File: src/rtl/ram_bus_arbiter_if.sv
// ram_bus_arbiter_if: bundles both master request/response ports and the RAM slave bus.
// The "slave" modport is the arbiter's view; "master" is the view of the surrounding system.
`default_nettype none

interface ram_bus_arbiter_if;
  logic        m0_req_i;
  logic        m0_we_i;
  logic [31:0] m0_adr_i;
  logic [31:0] m0_dat_i;
  logic [31:0] m0_dat_o;
  logic        m0_ack_o;
  logic        m0_err_o;

  logic        m1_req_i;
  logic        m1_we_i;
  logic [31:0] m1_adr_i;
  logic [31:0] m1_dat_i;
  logic [31:0] m1_dat_o;
  logic        m1_ack_o;
  logic        m1_err_o;

  logic        s_cs_o;
  logic        s_we_o;
  logic [31:0] s_adr_o;
  logic [31:0] s_dat_o;
  logic [31:0] s_dat_i;
  logic        s_ack_i;

  modport slave (
    input  m0_req_i, m0_we_i, m0_adr_i, m0_dat_i,
    output m0_dat_o, m0_ack_o, m0_err_o,
    input  m1_req_i, m1_we_i, m1_adr_i, m1_dat_i,
    output m1_dat_o, m1_ack_o, m1_err_o,
    output s_cs_o, s_we_o, s_adr_o, s_dat_o,
    input  s_dat_i, s_ack_i
  );

  modport master (
    output m0_req_i, m0_we_i, m0_adr_i, m0_dat_i,
    input  m0_dat_o, m0_ack_o, m0_err_o,
    output m1_req_i, m1_we_i, m1_adr_i, m1_dat_i,
    input  m1_dat_o, m1_ack_o, m1_err_o,
    input  s_cs_o, s_we_o, s_adr_o, s_dat_o,
    output s_dat_i, s_ack_i
  );
endinterface

`default_nettype wire

File: src/rtl/ram_bus_arbiter.sv
// ram_bus_arbiter: round-robin two-master arbiter in front of the M4K RAM slave,
// with a per-transaction ack timeout. Revision 1.0.
`default_nettype none

module ram_bus_arbiter #(
  parameter int unsigned TIMEOUT = 16
) (
  input  wire logic         clk_i,
  input  wire logic         rst_i,
  ram_bus_arbiter_if.slave  io_bus
);

  typedef enum logic [1:0] {
    ST_IDLE = 2'd0,
    ST_BUSY = 2'd1,
    ST_DONE = 2'd2
  } state_t;

  localparam logic [7:0] C_CNT_LAST = 8'(TIMEOUT - 1);
  localparam logic [7:0] C_CNT_MAX  = 8'hFF;

  state_t      r_state, w_state;
  logic        r_last, w_last;   // 0: m0 was served last, 1: m1
  logic        r_gnt, w_gnt;     // master owning the current transaction
  logic [7:0]  r_cnt, w_cnt;
  logic        r_s_cs, w_s_cs;
  logic        r_s_we, w_s_we;
  logic [31:0] r_s_adr, w_s_adr;
  logic [31:0] r_s_dat, w_s_dat;
  logic        r_m0_ack, w_m0_ack;
  logic        r_m0_err, w_m0_err;
  logic [31:0] r_m0_dat, w_m0_dat;
  logic        r_m1_ack, w_m1_ack;
  logic        r_m1_err, w_m1_err;
  logic [31:0] r_m1_dat, w_m1_dat;

  logic        w_req_any;
  logic        w_pick_m1;

  assign w_req_any = io_bus.m0_req_i | io_bus.m1_req_i;
  // On a tie the master that was not served last wins.
  assign w_pick_m1 = io_bus.m1_req_i & (~io_bus.m0_req_i | ~r_last);

  always_comb begin
    w_state  = r_state;
    w_last   = r_last;
    w_gnt    = r_gnt;
    w_cnt    = r_cnt;
    w_s_cs   = r_s_cs;
    w_s_we   = r_s_we;
    w_s_adr  = r_s_adr;
    w_s_dat  = r_s_dat;
    w_m0_ack = 1'b0;
    w_m0_err = 1'b0;
    w_m0_dat = r_m0_dat;
    w_m1_ack = 1'b0;
    w_m1_err = 1'b0;
    w_m1_dat = r_m1_dat;

    case (r_state)
      ST_IDLE: begin
        if (w_req_any) begin
          w_gnt   = w_pick_m1;
          w_s_cs  = 1'b1;
          w_s_we  = w_pick_m1 ? io_bus.m1_we_i  : io_bus.m0_we_i;
          w_s_adr = w_pick_m1 ? io_bus.m1_adr_i : io_bus.m0_adr_i;
          w_s_dat = w_pick_m1 ? io_bus.m1_dat_i : io_bus.m0_dat_i;
          w_cnt   = 8'd0;
          w_state = ST_BUSY;
        end
      end

      ST_BUSY: begin
        // An ack arriving on the last allowed cycle still completes normally.
        if (io_bus.s_ack_i) begin
          if (r_gnt) begin
            w_m1_ack = 1'b1;
            w_m1_dat = io_bus.s_dat_i;
          end else begin
            w_m0_ack = 1'b1;
            w_m0_dat = io_bus.s_dat_i;
          end
          w_s_cs  = 1'b0;
          w_s_we  = 1'b0;
          w_last  = r_gnt;
          w_state = ST_DONE;
        end else if (r_cnt >= C_CNT_LAST) begin
          if (r_gnt) begin
            w_m1_err = 1'b1;
            w_m1_dat = 32'd0;
          end else begin
            w_m0_err = 1'b1;
            w_m0_dat = 32'd0;
          end
          w_s_cs  = 1'b0;
          w_s_we  = 1'b0;
          w_last  = r_gnt;
          w_state = ST_DONE;
        end else if (r_cnt != C_CNT_MAX) begin
          w_cnt = r_cnt + 8'd1;
        end
      end

      // The slave's registered ack is still high here, so it is ignored.
      ST_DONE: begin
        w_state = ST_IDLE;
      end

      default: begin
        w_state = ST_IDLE;
      end
    endcase
  end

  always_ff @(posedge clk_i) begin
    if (rst_i) begin
      r_state  <= ST_IDLE;
      r_last   <= 1'b1;
      r_gnt    <= 1'b0;
      r_cnt    <= 8'd0;
      r_s_cs   <= 1'b0;
      r_s_we   <= 1'b0;
      r_s_adr  <= 32'd0;
      r_s_dat  <= 32'd0;
      r_m0_ack <= 1'b0;
      r_m0_err <= 1'b0;
      r_m0_dat <= 32'd0;
      r_m1_ack <= 1'b0;
      r_m1_err <= 1'b0;
      r_m1_dat <= 32'd0;
    end else begin
      r_state  <= w_state;
      r_last   <= w_last;
      r_gnt    <= w_gnt;
      r_cnt    <= w_cnt;
      r_s_cs   <= w_s_cs;
      r_s_we   <= w_s_we;
      r_s_adr  <= w_s_adr;
      r_s_dat  <= w_s_dat;
      r_m0_ack <= w_m0_ack;
      r_m0_err <= w_m0_err;
      r_m0_dat <= w_m0_dat;
      r_m1_ack <= w_m1_ack;
      r_m1_err <= w_m1_err;
      r_m1_dat <= w_m1_dat;
    end
  end

  assign io_bus.s_cs_o   = r_s_cs;
  assign io_bus.s_we_o   = r_s_we;
  assign io_bus.s_adr_o  = r_s_adr;
  assign io_bus.s_dat_o  = r_s_dat;
  assign io_bus.m0_ack_o = r_m0_ack;
  assign io_bus.m0_err_o = r_m0_err;
  assign io_bus.m0_dat_o = r_m0_dat;
  assign io_bus.m1_ack_o = r_m1_ack;
  assign io_bus.m1_err_o = r_m1_err;
  assign io_bus.m1_dat_o = r_m1_dat;

endmodule

`default_nettype wire

File: src/flat_wrapper.sv
// flat-port wrapper written by rule: the top's interface ports become plain ports
module ram_bus_arbiter_flat 
#(
  parameter int unsigned TIMEOUT = 16
)
  (clk_i, rst_i, io_bus_m0_req_i, io_bus_m0_we_i, io_bus_m0_adr_i, io_bus_m0_dat_i, io_bus_m0_dat_o, io_bus_m0_ack_o, io_bus_m0_err_o, io_bus_m1_req_i, io_bus_m1_we_i, io_bus_m1_adr_i, io_bus_m1_dat_i, io_bus_m1_dat_o, io_bus_m1_ack_o, io_bus_m1_err_o, io_bus_s_cs_o, io_bus_s_we_o, io_bus_s_adr_o, io_bus_s_dat_o, io_bus_s_dat_i, io_bus_s_ack_i);
  ram_bus_arbiter_if io_bus_i ();
  input  wire logic clk_i;
  input  wire logic rst_i;
  input wire logic [$bits(io_bus_i.m0_req_i)-1:0] io_bus_m0_req_i;
  input wire logic [$bits(io_bus_i.m0_we_i)-1:0] io_bus_m0_we_i;
  input wire logic [$bits(io_bus_i.m0_adr_i)-1:0] io_bus_m0_adr_i;
  input wire logic [$bits(io_bus_i.m0_dat_i)-1:0] io_bus_m0_dat_i;
  output wire logic [$bits(io_bus_i.m0_dat_o)-1:0] io_bus_m0_dat_o;
  output wire logic [$bits(io_bus_i.m0_ack_o)-1:0] io_bus_m0_ack_o;
  output wire logic [$bits(io_bus_i.m0_err_o)-1:0] io_bus_m0_err_o;
  input wire logic [$bits(io_bus_i.m1_req_i)-1:0] io_bus_m1_req_i;
  input wire logic [$bits(io_bus_i.m1_we_i)-1:0] io_bus_m1_we_i;
  input wire logic [$bits(io_bus_i.m1_adr_i)-1:0] io_bus_m1_adr_i;
  input wire logic [$bits(io_bus_i.m1_dat_i)-1:0] io_bus_m1_dat_i;
  output wire logic [$bits(io_bus_i.m1_dat_o)-1:0] io_bus_m1_dat_o;
  output wire logic [$bits(io_bus_i.m1_ack_o)-1:0] io_bus_m1_ack_o;
  output wire logic [$bits(io_bus_i.m1_err_o)-1:0] io_bus_m1_err_o;
  output wire logic [$bits(io_bus_i.s_cs_o)-1:0] io_bus_s_cs_o;
  output wire logic [$bits(io_bus_i.s_we_o)-1:0] io_bus_s_we_o;
  output wire logic [$bits(io_bus_i.s_adr_o)-1:0] io_bus_s_adr_o;
  output wire logic [$bits(io_bus_i.s_dat_o)-1:0] io_bus_s_dat_o;
  input wire logic [$bits(io_bus_i.s_dat_i)-1:0] io_bus_s_dat_i;
  input wire logic [$bits(io_bus_i.s_ack_i)-1:0] io_bus_s_ack_i;
  assign io_bus_i.m0_req_i = io_bus_m0_req_i;
  assign io_bus_i.m0_we_i = io_bus_m0_we_i;
  assign io_bus_i.m0_adr_i = io_bus_m0_adr_i;
  assign io_bus_i.m0_dat_i = io_bus_m0_dat_i;
  assign io_bus_m0_dat_o = io_bus_i.m0_dat_o;
  assign io_bus_m0_ack_o = io_bus_i.m0_ack_o;
  assign io_bus_m0_err_o = io_bus_i.m0_err_o;
  assign io_bus_i.m1_req_i = io_bus_m1_req_i;
  assign io_bus_i.m1_we_i = io_bus_m1_we_i;
  assign io_bus_i.m1_adr_i = io_bus_m1_adr_i;
  assign io_bus_i.m1_dat_i = io_bus_m1_dat_i;
  assign io_bus_m1_dat_o = io_bus_i.m1_dat_o;
  assign io_bus_m1_ack_o = io_bus_i.m1_ack_o;
  assign io_bus_m1_err_o = io_bus_i.m1_err_o;
  assign io_bus_s_cs_o = io_bus_i.s_cs_o;
  assign io_bus_s_we_o = io_bus_i.s_we_o;
  assign io_bus_s_adr_o = io_bus_i.s_adr_o;
  assign io_bus_s_dat_o = io_bus_i.s_dat_o;
  assign io_bus_i.s_dat_i = io_bus_s_dat_i;
  assign io_bus_i.s_ack_i = io_bus_s_ack_i;
  ram_bus_arbiter #(.TIMEOUT(TIMEOUT)) u_core (.clk_i(clk_i), .rst_i(rst_i), .io_bus(io_bus_i));
endmodule
File: config.mk
export PLATFORM = sky130hd
export DESIGN_NAME = ram_bus_arbiter_flat
export DESIGN_NICKNAME = d
export VERILOG_FILES = /design/src/rtl/ram_bus_arbiter_if.sv /design/src/rtl/ram_bus_arbiter.sv /design/src/flat_wrapper.sv
export SDC_FILE = /design/constraint.sdc
export NUM_CORES = 1
export LEC_CHECK = 0
export CORE_AREA = 2 2 94 164
export CTS_CLUSTER_SIZE = 30
export DETAILED_ROUTE_END_ITERATION = 10
export DIE_AREA = 0 0 96 166
export HOLD_SLACK_MARGIN = 0.03
export PLACE_DENSITY = 0.86
export SLEW_MARGIN = 20
export SYNTH_ARGS = -nofsm -noshare
export SYNTH_HDL_FRONTEND = slang
export SYNTH_SLANG_ARGS = --single-unit
File: constraint.sdc
create_clock -name clk_i -period 2 [get_ports clk_i]
set_input_delay 0.6 -clock clk_i [delete_from_list [all_inputs] [get_ports clk_i]]
set_output_delay 0.6 -clock clk_i [all_outputs]
set_load 0.01 [all_outputs]
# [After elaboration in Yosys (flattened, before gate mapping)]
# Index checks and enable logic that the tools add are counted.
[totals] in_bits=167 out_inout_bits=134 ff_bits=146 elab_cells=74
[op_classes] eq_ne=7 n_bitwise=9 n_lt_le_gt_ge=1 n_mux=30 add_sub_neg=1 n_reduce_logical=12
[op_table] cell="$mux W32" n=10
[op_table] cell="$mux W8" n=4
[op_table] cell="$pmux W8 S2" n=1
[op_table] cell="$mux W1" n=9
[op_table] cell="$reduce_and A3 Y1" n=3
[op_table] cell="$add A8 B1 Y8 const B" n=1
[op_table] cell="$ge A8 B4 Y1 const B" n=1
[op_table] cell="$ne A8 B8 Y1 const B" n=1
[op_table] cell="$mux W2" n=3
[op_table] cell="$not A1 Y1" n=6
[op_table] cell="$reduce_and A2 Y1" n=3
[op_table] cell="$reduce_and A5 Y1" n=1
[op_table] cell="$ne A2 B1 Y1 const B" n=2
[op_table] cell="$ne A2 B2 Y1 const B" n=2
[op_table] cell="$pmux W1 S2" n=2
[op_table] cell="$pmux W2 S2" n=1
[op_table] cell="$reduce_bool A2 Y1" n=2
[op_table] cell="$reduce_or A4 Y1" n=1
[op_table] cell="$ne A3 B2 Y1 const B" n=1
[op_table] cell="$reduce_or A3 Y1" n=1
[op_table] cell="$eq A2 B1 Y1 const B" n=1
[op_table] cell="$logic_not A2 Y1" n=1
[op_table] cell="$or A1 B1 Y1" n=2
[op_table] cell="$and A1 B1 Y1" n=1

# [Depth between registers and ports, before layout]
[depth] ltp_word=6 mapped_depth=8 ltp_nobuf=5

# [Worst setup path before layout]
# No wires, ideal clock.
[synth_timing] path_kind="input port to flip-flop" start="input io_bus_m1_req_i" end="register u_core.r_s_adr[23], in the netlist u_core.io_bus.s_adr_o[23]" path_slack_ns=0.292 t_required_ns=1.862 arrival_ns=1.570 n_path_buf=2 stages=5 setup_ns=0.138 path_cell_list="a21boi_1 -> buf_2 -> buf_2 -> mux2i_1 -> a211oi_1"
[synth_via] elab_chain_cells=2 elab_cells_between_ends=4 cone_classes="1 x mux; 2 x bitwise; 1 x reduce/logical"
[synth_lines] item="start, declared" line="flat_wrapper.sv:17" rtl="input wire logic [$bits(io_bus_i.m1_req_i)-1:0] io_bus_m1_req_i;"
[synth_lines] item="$and A1 B1 Y1 or $or A1 B1 Y1 (tied branches)" line="ram_bus_arbiter.sv:42, ram_bus_arbiter.sv:40"
[synth_lines] item="$mux W32 or $reduce_and A2 Y1 (tied branches)"
[synth_lines] item="end signal, assigned" line="ram_bus_arbiter.sv:138" rtl="r_s_adr <= w_s_adr;"
[synth_lines] item="end, declared" line="ram_bus_arbiter.sv:28" rtl="logic [31:0] r_s_adr, w_s_adr;"
# Several ways; a longest one is shown, not always the timed one.
# A chain may end at the register's enable or synchronous reset.

# [Final worst setup path]
[layout_timing] start="register u_core.r_s_adr[6], in the netlist u_core.io_bus.s_adr_o[6]" end="output io_bus_s_adr_o[6]"
[layout_rtl] item="end, declared" line="flat_wrapper.sv:26" rtl="output wire logic [$bits(io_bus_i.s_adr_o)-1:0] io_bus_s_adr_o;"
# No word-level cell between the ends.

==> run summary <==
Final Non-Filler Cells: 1016
Finished Core Util: 65.20%
Via count: 5243
CP Class: flop to primary output
GPL Wtd Cong: 0.8270
Maximum number of pins on one net before global-route repair: 47
Clock Sinks: 146
Final wirelength: 17070 microns
Final setup skew: 11.94 ps
Total gr overflow: 0
Post-synth top cells: 146 x dfxtp_1, 70 x nor2_1, 64 x a211oi_1, 64 x mux2i_1, 58 x a32o_1
Root Buffer: clkbuf_16
Area share of xor/xnor cells in the synthesized design: 0%
Startpoint types: flop
Synth warn: 0
WP buf/inv: 1
Worst-path maximum fanout: 2
Max Cap Viol: 0
DRC: 0
Layout cells sized above 1: 10.08%
Hold Path Class: flop to flop
Total CTS buffers: 17
H-Tree Depth: 4
Area contributors post-synth: dfxtp_1 52%, mux2i_1 11%, a32o_1 10%
Setup Viol. Count Final: 0
Most common cell in the netlist: dfxtp_1
Clk Latency, worst-skew pair: 410 ps
Sequential Area: 2923 sq um
Worst-margin pin slew: 468.8 ps
Max frequency: 514.2 MHz
Hpwl dp: 12980 microns
Met1 Track Usage GR: 20.92%
Final hold violations: 0
Core Area: 14690 sq um
Diode count: 0
Cell taking the most area after synthesis: dfxtp_1
Number of global-route vias before repair: 5361
Net Count, Synth: 682
Register area share after synthesis: 52.32%
Antenna viol nets, final: 0
Status: completed
Pleak: 3.618 nW
Mapped Area: 5587 sq um
Max Root-Sink Buffers: 2
Fillers: 1125
Async S/R FF share, synth: 0%
Nets: 988
Slew Limit Fails: 0
CP peak stage delay: 560 ps
Busiest grt layer: met2
Slew Limit Headroom: 68.75%
Final worst-path cycle share: 97.23%
I/O Pins: 301
Share of the synthesized area in the top cell type: 52.32%
Die ar.: 15940 sq um
Die X: 96 microns
TNS Setup: 0 ps
Drt initial violations: 146
Tot GR Track Use: 21.49%
Placed Cells incl. Taps: 984
First-pass GRT wire length: 26430 microns
Synth Flop Type: dfxtp_1
Met2 Usage GRT: 39.07%
RSZ-0062 raised after global routing: no
Adder-Cell Fraction of Synth Area: 0.2240%
Cell variety after synth: 39
WL/cell: 16.81 microns
Slowest cell on crit path: clkdlybuf4s50_1
Met3 usage: 6.670%
Syn Inst Count: 514
Register bit count reported by yosys: 146
Worst VDD drop: 0.4998 mV
Initial antenna violation count: 0
# rows: 59
Hold-fix buffers, CTS: 0
Simple-gate share of the synthesized area: 8.376%
Multi-input logic area: 2440 sq um
Post-DR vias/cell: 5.160
Critical path's top delay family: buffers and inverters
Pwr Density: 819.1 nW/um^2
Fin crit period: 1945 ps
Post-synthesis mux area share: 11.67%
Die H: 166 microns
Largest family of logic cells by synthesized area: compound AO/OA/AOI/OAI gates
Avg Cell Area, Syn: 10.87 sq um
Crit. End Element: primary output
Syn-to-layout area delta: 71.44%
EDFF count, synth: 0
DR pass1 iterations: 6
TritonCTS clock tree: yes
Initial Utilization: 38.03%
CP arrival: 1340 ps
Critical-path cell list: clkdlybuf4s50_1
PortBufs: 300
Setup Fix Bufs, Post-CTS: 0
Reg clk slew, reported paths: 60 ps
Post-synthesis compound-gate area fraction: 22.84%
WP data required: 1400 ps
==> cells by family (layout without fill, tap and decap cells) <==
| family | after synthesis | count (layout) |
|---|---|---|
| muxes | 65 | 65 |
| AOI/OAI and AO/OA | 147 | 147 |
| buffers and inverters | 53 | 372 |
| and+or+nand+nor | 102 | 102 |
| DFF | 146 | 146 |
| adders and majority gates | 1 | 1 |
==> cells in the final DEF (no fill, tap or decap), types with 2 or more instances in the layout <==
| cell type | instances |
|---|---|
| inv_6 | 2 |
| clkinv_4 | 2 |
| dlymetal6s2s_1 | 2 |
| nand2_1 | 4 |
| o31ai_1 | 2 |
| a211oi_1 | 64 |
| nor3_1 | 3 |
| buf_4 | 30 |
| mux2i_1 | 64 |
| and3_1 | 2 |
| clkinvlp_4 | 4 |
| a32o_1 | 58 |
| nor2_1 | 70 |
| o21ai_0 | 2 |
| clkbuf_8 | 3 |
| nor3b_1 | 6 |
| clkbuf_1 | 2 |
| a21oi_1 | 6 |
| nand3_1 | 5 |
| clkbuf_16 | 17 |
| buf_12 | 9 |
| dfxtp_1 | 146 |
| a32o_2 | 6 |
| nor4_1 | 2 |
| clkdlybuf4s50_1 | 297 |
==> layout make-up <==
class,instances,area share (%)
Multi-Input combinational cell,315,25.47
Timing Repair Buffer,339,35.58
Tap cell,183,2.391
Clock inverter,10,1.045
Sequential cell,146,30.52
Inverter,1,0.03919
Clock buffer,22,4.951
==> where the power goes <==
| group | leakage (nW) | switching (mW) | total (mW) | internal [mW] |
|---|---|---|---|---|
| Combinational | 2.15 | 0.661 | 1.59 | 0.924 |
| Sequential | 1.20 | 0.114 | 3.22 | 3.11 |
| Clock | 0.269 | 1.22 | 3.04 | 1.82 |
==> repair_timing <==
item,4_1_cts,5_1_grt
endpoints found under the setup margin,0,2
gates resized for setup,0,2
hold endpoints to repair,0,0
==> per-stage QoR <==
stage                     setup slack (ps)  power (mW)  instance area [sq um]  hold slack [ps]
after floorplan                      292.0       3.912                   5587            435.8
after global placement              -159.4       4.851                   8999            445.8
after detailed placement            -187.2       4.883                   8999            452.6
after CTS                            12.71       7.945                   9573            467.0
after global routing                 5.248       8.192                   9578            479.8
final                                55.32       7.845                   9578            463.1
==> path summary, 6_finish.rpt <==
path | end | slack, ps | cells past startpoint | start
worst max-delay path | io_bus_s_adr_o[6] | 60 | 1 | u_core.io_bus.s_adr_o[6]$_SDFFE_PP0P_
worst min-delay path | u_core.io_bus.m0_dat_o[19]$_SDFFE_PP0P_ | 460 | 1 | u_core.io_bus.m0_dat_o[19]$_SDFFE_PP0P_
worst max register to register | u_core.io_bus.m0_dat_o[29]$_SDFFE_PP0P_ | 140 | 4 | u_core.r_cnt[7]$_SDFFE_PP0P_
worst min register to register | u_core.io_bus.m0_dat_o[19]$_SDFFE_PP0P_ | 460 | 1 | u_core.io_bus.m0_dat_o[19]$_SDFFE_PP0P_
==> sequential cells by signal, summed over array words and instances, names as in the netlist <==
signal / flops
u_core.io_bus.s_adr_o: 32
u_core.io_bus.m0_dat_o: 32
u_core.io_bus.m1_dat_o: 32
u_core.io_bus.m0_err_o: 1
u_core.io_bus.m0_ack_o: 1
u_core.io_bus.m1_ack_o: 1
u_core.r_cnt: 8
u_core.io_bus.s_cs_o: 1
u_core.r_gnt: 1
u_core.io_bus.m1_err_o: 1
u_core.r_state: 2
u_core.r_last: 1
u_core.io_bus.s_we_o: 1
u_core.io_bus.s_dat_o: 32
==> per-layer routing <==
metal / vias to the layer above / wire length, microns
met5: - / 0
met3: 44 / 1275
met2: 218 / 9287
li1: 2585 / -
met1: 2396 / 5883
met4: 0 / 627
(Power assumes the default switching activity.)
